===== src/rtl/rsdec_pkg.sv =====
// Shared definitions for the Reed-Solomon correction stage.
// Holds the symbol width, default code parameters and the symbol/count types,
// plus a saturating increment used by the error counter.
package rsdec_pkg;

  // GF(2^8) symbols
  localparam int SYM_W     = 8;
  // Default codeword length in symbols
  localparam int N_DEF     = 255;
  // Design correction capability (max correctable symbol errors)
  localparam int T         = 8;
  // Default received-symbol buffer depth (power of two, >= 2*N)
  localparam int DEPTH_DEF = 512;

  typedef logic [SYM_W-1:0] sym_t;
  typedef logic [7:0]       cnt_t;
  typedef logic [3:0]       deg_t;

  // Increment that sticks at the all-ones value instead of wrapping.
  function automatic cnt_t sat_inc(input cnt_t v);
    cnt_t r;
    r = (v == 8'hFF) ? v : v + 8'd1;
    return r;
  endfunction

endpackage


===== src/rtl/rsdec_correct_fifo.sv =====
// Circular buffer holding received symbols until the Chien search reaches them.
// Ports: wr/wr_data push a symbol, rd pops one (rd_data valid combinationally
// while rd_ok), ovf_evt/unf_evt flag a refused push / pop for the sticky flags.
module rsdec_correct_fifo
  import rsdec_pkg::*;
#(
  parameter int DEPTH = DEPTH_DEF
) (
  input  logic clk,
  input  logic clrn,
  input  logic wr,
  input  sym_t wr_data,
  input  logic rd,
  output sym_t rd_data,
  output logic rd_ok,
  output logic ovf_evt,
  output logic unf_evt
);

  localparam int AW = $clog2(DEPTH);

  logic [AW-1:0] wr_ptr;
  logic [AW-1:0] rd_ptr;
  logic [AW:0]   occ;
  logic          full;
  logic          empty;
  logic          wr_ok;

  sym_t mem [DEPTH];

  assign full  = (occ == (AW+1)'(DEPTH));
  assign empty = (occ == '0);

  // A pop never depends on the push in the same cycle, so an empty buffer
  // refuses the pop even if a symbol is arriving.
  assign rd_ok = rd && !empty;

  // A full buffer still takes a push when a pop frees a slot in the same
  // cycle; the slot being overwritten is the one read out this cycle, and
  // the read below sees the old contents because the write lands at the edge.
  assign wr_ok = wr && (!full || rd_ok);

  assign ovf_evt = wr && !wr_ok;
  assign unf_evt = rd && empty;

  assign rd_data = mem[rd_ptr];

  // Storage carries no reset: clearing the pointers is enough to discard it.
  always_ff @(posedge clk) begin
    if (wr_ok) begin
      mem[wr_ptr] <= wr_data;
    end
  end

  // DEPTH is a power of two, so the pointers wrap DEPTH-1 -> 0 naturally.
  always_ff @(posedge clk or negedge clrn) begin
    if (!clrn) begin
      wr_ptr <= '0;
      rd_ptr <= '0;
      occ    <= '0;
    end else begin
      if (wr_ok) begin
        wr_ptr <= wr_ptr + AW'(1);
      end
      if (rd_ok) begin
        rd_ptr <= rd_ptr + AW'(1);
      end
      case ({wr_ok, rd_ok})
        2'b10:   occ <= occ + (AW+1)'(1);
        2'b01:   occ <= occ - (AW+1)'(1);
        default: occ <= occ;
      endcase
    end
  end

endmodule


===== src/rtl/rsdec_correct.sv =====
// Reed-Solomon correction stage: buffers received symbols and XORs each with
// the Chien-search error magnitude, counting errors and flagging decode failure.
// Ports: in_valid/in_data feed the buffer; search/error/deg come from the
// Chien search; out_valid/out_data/out_last carry corrected symbols one cycle
// after each accepted search cycle (no backpressure); err_cnt/fail are
// reported with out_last; ovf/unf are sticky buffer-misuse flags.
module rsdec_correct
  import rsdec_pkg::*;
#(
  parameter int N     = N_DEF,
  parameter int DEPTH = DEPTH_DEF
) (
  input  logic       clk,
  input  logic       clrn,
  input  logic       in_valid,
  input  logic [7:0] in_data,
  input  logic       search,
  input  logic [7:0] error,
  input  logic [3:0] deg,
  output logic       out_valid,
  output logic [7:0] out_data,
  output logic       out_last,
  output logic [7:0] err_cnt,
  output logic       fail,
  output logic       ovf,
  output logic       unf
);

  sym_t rd_sym;
  logic rd_ok;
  logic ovf_evt;
  logic unf_evt;

  rsdec_correct_fifo #(
    .DEPTH (DEPTH)
  ) u_fifo (
    .clk     (clk),
    .clrn    (clrn),
    .wr      (in_valid),
    .wr_data (in_data),
    .rd      (search),
    .rd_data (rd_sym),
    .rd_ok   (rd_ok),
    .ovf_evt (ovf_evt),
    .unf_evt (unf_evt)
  );

  // Position of the next symbol to come out of the search within its codeword.
  logic [7:0] sym_cnt;
  // Running error count for the codeword in progress.
  cnt_t       run_cnt;
  // Locator degree captured at the first symbol of the codeword.
  deg_t       deg_q;

  logic       first_sym;
  logic       last_sym;
  deg_t       deg_eff;
  cnt_t       run_base;
  cnt_t       run_next;

  always_comb begin
    first_sym = (sym_cnt == 8'd0);
    last_sym  = (sym_cnt == 8'(N-1));
    // On the first symbol the live deg input is the one that applies, and
    // the count restarts from zero so that symbol's own error is included.
    deg_eff   = first_sym ? deg : deg_q;
    run_base  = first_sym ? '0 : run_cnt;
    run_next  = (error != 8'h00) ? sat_inc(run_base) : run_base;
  end

  // Codeword bookkeeping advances only on accepted search cycles, so a
  // paused or starved search leaves everything where it was.
  always_ff @(posedge clk or negedge clrn) begin
    if (!clrn) begin
      sym_cnt <= '0;
      run_cnt <= '0;
      deg_q   <= '0;
    end else if (rd_ok) begin
      sym_cnt <= last_sym ? 8'd0 : sym_cnt + 8'd1;
      run_cnt <= run_next;
      if (first_sym) begin
        deg_q <= deg;
      end
    end
  end

  // Output stage. out_data keeps its last value between valid cycles;
  // err_cnt/fail update only with the final symbol of a codeword.
  always_ff @(posedge clk or negedge clrn) begin
    if (!clrn) begin
      out_valid <= 1'b0;
      out_data  <= '0;
      out_last  <= 1'b0;
      err_cnt   <= '0;
      fail      <= 1'b0;
    end else begin
      out_valid <= rd_ok;
      out_last  <= rd_ok && last_sym;
      if (rd_ok) begin
        out_data <= rd_sym ^ error;
        if (last_sym) begin
          err_cnt <= run_next;
          fail    <= (run_next != {4'b0000, deg_eff});
        end
      end
    end
  end

  always_ff @(posedge clk or negedge clrn) begin
    if (!clrn) begin
      ovf <= 1'b0;
      unf <= 1'b0;
    end else begin
      if (ovf_evt) begin
        ovf <= 1'b1;
      end
      if (unf_evt) begin
        unf <= 1'b1;
      end
    end
  end

endmodule


===== config.mk =====
export PLATFORM = sky130hd
export DESIGN_NAME = rsdec_correct
export DESIGN_NICKNAME = d
export VERILOG_FILES = /design/src/rtl/rsdec_pkg.sv /design/src/rtl/rsdec_correct_fifo.sv /design/src/rtl/rsdec_correct.sv
export SDC_FILE = /design/constraint.sdc
export NUM_CORES = 2
export LEC_CHECK = 0
export CAP_MARGIN = 20
export CORE_ASPECT_RATIO = 0.5
export CORE_MARGIN = 4
export CORE_UTILIZATION = 35
export DETAILED_ROUTE_END_ITERATION = 8
export PLACE_DENSITY_LB_ADDON = 0.05
export SYNTH_ARGS = -nofsm -noshare
export SYNTH_HDL_FRONTEND = slang
export SYNTH_SLANG_ARGS = --single-unit

===== constraint.sdc =====
create_clock -name clk -period 9.67 [get_ports clk]
set_clock_uncertainty 0.15 [all_clocks]
set_input_delay 1.934 -clock clk [delete_from_list [all_inputs] [get_ports clk]]
set_output_delay 1.934 -clock clk [all_outputs]
set_load 0.02 [all_outputs]

==> impl_summary.txt <==
----------------------------------------------------
[Run status]
  Outcome ... complete, no violations

[Clock network]
  Number of buffers inserted during clock tree synthesis ... 401
  H-tree levels ... 5
  Clock slew seen by the registers of the worst setup and hold paths ... 0.06 ns
  Count of hold-fix buffers inserted at cts ... 0
  Source-to-sink clock delay at the later pin of the worst-skew pair ... ~0.99 ns
  Clock root buffer ... sky130_fd_sc_hd__clkbuf_16
  Number of cells upsized or downsized after cts ... 0
  Num Clock Sinks ... 4165
  Post-CTS setup buffers ... 0
  Maximum clock path buffer count ... 4
  TritonCTS clock tree ... built

[Setup path]
  Type of the worst setup path ... flip-flop to flip-flop
  Startpoint of the most critical register-to-register path ... u_fifo.rd_ptr[1]
  Category of the worst setup path capture point ... flip-flop
  CP max stage delay ... 0.71 ns
  Critical Path AT ... between 6 and 7 ns
  Number of cells on the worst reg-to-reg path ... 13
  Critical Path Stages ... 13
  First element of the critical path ... u_fifo.rd_ptr[1]
  Worst reg-to-reg setup slack ... 3.43 ns
  Most used cell, CP ... sky130_fd_sc_hd__buf_4
  Capture point of the worst path ... out_data[0]
  Capture instance of the worst register-to-register path ... out_data[0]
  CP max-delay cell ... sky130_fd_sc_hd__dfrtp_4
  CP delay by family, top ... buffers and inverters
  Number of buffers and inverters on the critical path ... 4
  Ordered cell list for the critical path ... buf_12, buf_4, buf_4, mux4_2, a221o_1, a21oi_1, o211ai_1, a221oi_2, buf_4, o311ai_1, nand3_1, xor2_1, o21ai_1
  Critical path required time ... ~10 ns
  Critical Path Fanout Max ... 72
  Startpoint class of the critical path ... flip-flop

[Global route]
  Antenna violations before repair ... 68
  Routing usage on met1 ... 35.6%
  Vias in the first global route ... around 83000
  Pin count of the biggest net entering global routing ... 169
  Overall Global Routing Usage ... 23.2%
  Grt ovf ... 0
  GR met3 Demand/Resource ... 5.62%
  Global-route met2 utilization ... roughly a third
  Global-route wire length before repair ... about 760000 um
  Most crowded layer after global routing ... met1

[Synthesis]
  Unique masters post-synth ... 87
  Average footprint of a synthesized cell ... 20.6 um2
  Share of the yosys chip area belonging to registers ... 76.6%
  Largest cells by area after synthesis ... sky130_fd_sc_hd__edfxtp_1 (76%), sky130_fd_sc_hd__mux4_2 (12%), sky130_fd_sc_hd__mux2i_1 (2.2%)
  Syn Inst Count ... about 8000
  Async S/R FF share, synth ... 1.66%
  Commonest cells post-synth ... sky130_fd_sc_hd__edfxtp_1 (4096), sky130_fd_sc_hd__mux4_2 (883), sky130_fd_sc_hd__nor2_1 (598)
  Most numerous cell in the Yosys netlist ... sky130_fd_sc_hd__edfxtp_1
  Number of storage elements in the synthesis netlist ... 4165
  Top-area cell type share of the netlist area ... ~76%
  Post-synth top flop ... sky130_fd_sc_hd__edfxtp_1
  Dominant cell type by area after synthesis ... sky130_fd_sc_hd__edfxtp_1
  Synthesized Nets ... 7959
  Post-synth design cell area ... 0.163 mm2
  Ys Warns ... 0
  Post-synth EDFFs ... roughly 4100

[Worst hold path]
  Class of the worst hold path ... flip-flop to flip-flop

[Place]
  Worst-case setup slack after placement ... 2.89 ns
  RD Place Congestion ... 0.823
  IO buf count ... 44
  Sum of net half-perimeters after detailed placement ... 349000 um

[Finish]
  Share of cells above drive strength 1 ... 22.0%
  # fillers ... ~41000
  Number of nets in the finished design ... 8195
  Layout overhead on the synthesized area ... 13.0%

[Route]
  Drt drc ... 0
  Residual antenna-violating net count after detailed routing ... 0
  Via count ... 83700
  Routed vias/inst ... 5.72
  Drt total wl ... 566000 um
  Number of search-and-repair iterations in the first detailed-routing pass ... 6
  Post-DR wirelength/cell ... approximately 39 um
  Initial DRC Count ... 11200

[Floorplan]
  Placeable core area ... 0.462 mm2
  Die W ... ~1000 um
  Initial core utilization ... around a third
  Overall die area ... 0.477 mm2
  Die height ... 490 um
  Number of core rows ... ~180
  # IOs ... 45

[STA]
  Shortest clock period the worst path allows after layout ... around 6.2 ns
  Worst-margin pin slew ... 1.35 ns
  RSZ-0062 raised after global routing ... false
  Upper clock frequency limit ... between 0.15 and 0.2 GHz
  Final Cycle Share ... approximately 64%
  Slew margin rel. ... 10.0%
  Final max-slew violation count ... 0
  Number of hold violations in the final report ... 0
  Worst hold slack ... about 0.30 ns
  # setup viols final ... 0
  Post-route worst setup slack ... between 3 and 4 ns
  Post-Route Setup TNS ... 0 ns

[Power and ir drop]
  Maximum ir drop on the vdd rail ... 0.255 mV
  Pwr dens ... 291 mW/mm2
  Static Leakage ... 56.8 nW

[Job]
  Max-cap viol count ... 0

----------------------------------------------------
layout make-up:
type                            count  area (um2)  area share [%]
Tap cell                         6141        7680            4.18
Clock buffer                      518       10700            5.83
Clock inverter                    208        2040            1.11
Antenna cell                       18        45.0          0.0245
Sequential cell                  4165      125000            67.8
Timing Repair Buffer              331        3270            1.78
Inverter                           26         116          0.0632
Multi-Input combinational cell   3228       35400            19.2
power breakdown:
part / internal (mW) / leakage [nW] / switching (mW)
clock: 8.86 / 6.22 / 7.03
combinational: 5.76 / 12.9 / 11.6
sequential: 20.0 / 37.7 / 0.349
total: 34.6 / 56.8 / 19.0
state kept, by name, summed over array words and instances (netlist names):
| signal | flops |
|---|---|
| run_cnt | 8 |
| u_fifo.occ | 10 |
| out_last | 1 |
| u_fifo.wr_ptr | 9 |
| u_fifo.rd_ptr | 9 |
| out_data | 8 |
| ovf | 1 |
| fail | 1 |
| sym_cnt | 8 |
| deg_q | 4 |
| u_fifo.mem | 4096 |
| err_cnt | 8 |
| out_valid | 1 |
| unf | 1 |
cells by family (layout without fill, tap and decap cells):
logic type      count (synthesis)  count (layout)  share of synthesized area [%]
compound gates                803             803                           3.45
xor+xnor                       43              43                          0.231
fa+ha+maj                      18              18                          0.143
buf+inv                       524            1083                           1.87
flops                        4165            4165                           76.6
mux                          1291            1291                           14.9
other cells                     0              18                              0
simple gates                 1073            1073                           2.78
through the flow:
step / cell area (um2) / total power, mW / util [%] / cells
2_1_floorplan: 163000 / 29.8 / - / 7917
3_5_place_dp: 171000 / 38.1 / 37.1 / 13900
6_report: 184000 / 53.6 / 39.9 / 14600
4_1_cts: 184000 / 53.9 / 39.8 / 14600
3_3_place_gp: 171000 / 38.1 / 37.0 / 13900
5_1_grt: 184000 / 55.3 / 39.9 / 14600
cell usage in the layout, fill, tap and decap left out, types with 35 or more instances in the layout:
cell                              instances
sky130_fd_sc_hd__mux4_2                 883
sky130_fd_sc_hd__a21oi_1                137
sky130_fd_sc_hd__nand3_1                 64
sky130_fd_sc_hd__nand2_1                235
sky130_fd_sc_hd__mux2_2                  43
sky130_fd_sc_hd__o21ai_0                106
sky130_fd_sc_hd__buf_12                  40
sky130_fd_sc_hd__o22ai_1                 78
sky130_fd_sc_hd__a211oi_1                37
sky130_fd_sc_hd__buf_4                  223
sky130_fd_sc_hd__edfxtp_1              4096
sky130_fd_sc_hd__clkbuf_16              412
sky130_fd_sc_hd__clkdlybuf4s50_1         35
sky130_fd_sc_hd__a31oi_1                 36
sky130_fd_sc_hd__a221oi_1                65
sky130_fd_sc_hd__clkbuf_1               105
sky130_fd_sc_hd__clkinv_2                72
sky130_fd_sc_hd__o221ai_1                51
sky130_fd_sc_hd__a22oi_1                 97
sky130_fd_sc_hd__bufinv_16               39
sky130_fd_sc_hd__clkinv_1                74
sky130_fd_sc_hd__dfrtp_1                 61
sky130_fd_sc_hd__mux2i_1                352
sky130_fd_sc_hd__nor2_1                 586
how the worst min path moves through the flow:
stage,cells past startpoint,slack (ns),end,from
global placement,1,0.30,unf,unf
finish,1,0.30,unf,unf
CTS,1,0.31,unf,unf
global route,1,0.33,ovf,ovf
detailed placement,1,0.30,unf,unf
floorplan,1,0.32,sym_cnt[4],sym_cnt[4]
layer usage:
layer  routed length, um  part of all wire, %
met1              261000                   46
met4                9070                  1.6
met2              247000                   44
met3               49000                  8.7
met5                  27               0.0048
No activity file was read; power rests on OpenSTA's default activity.
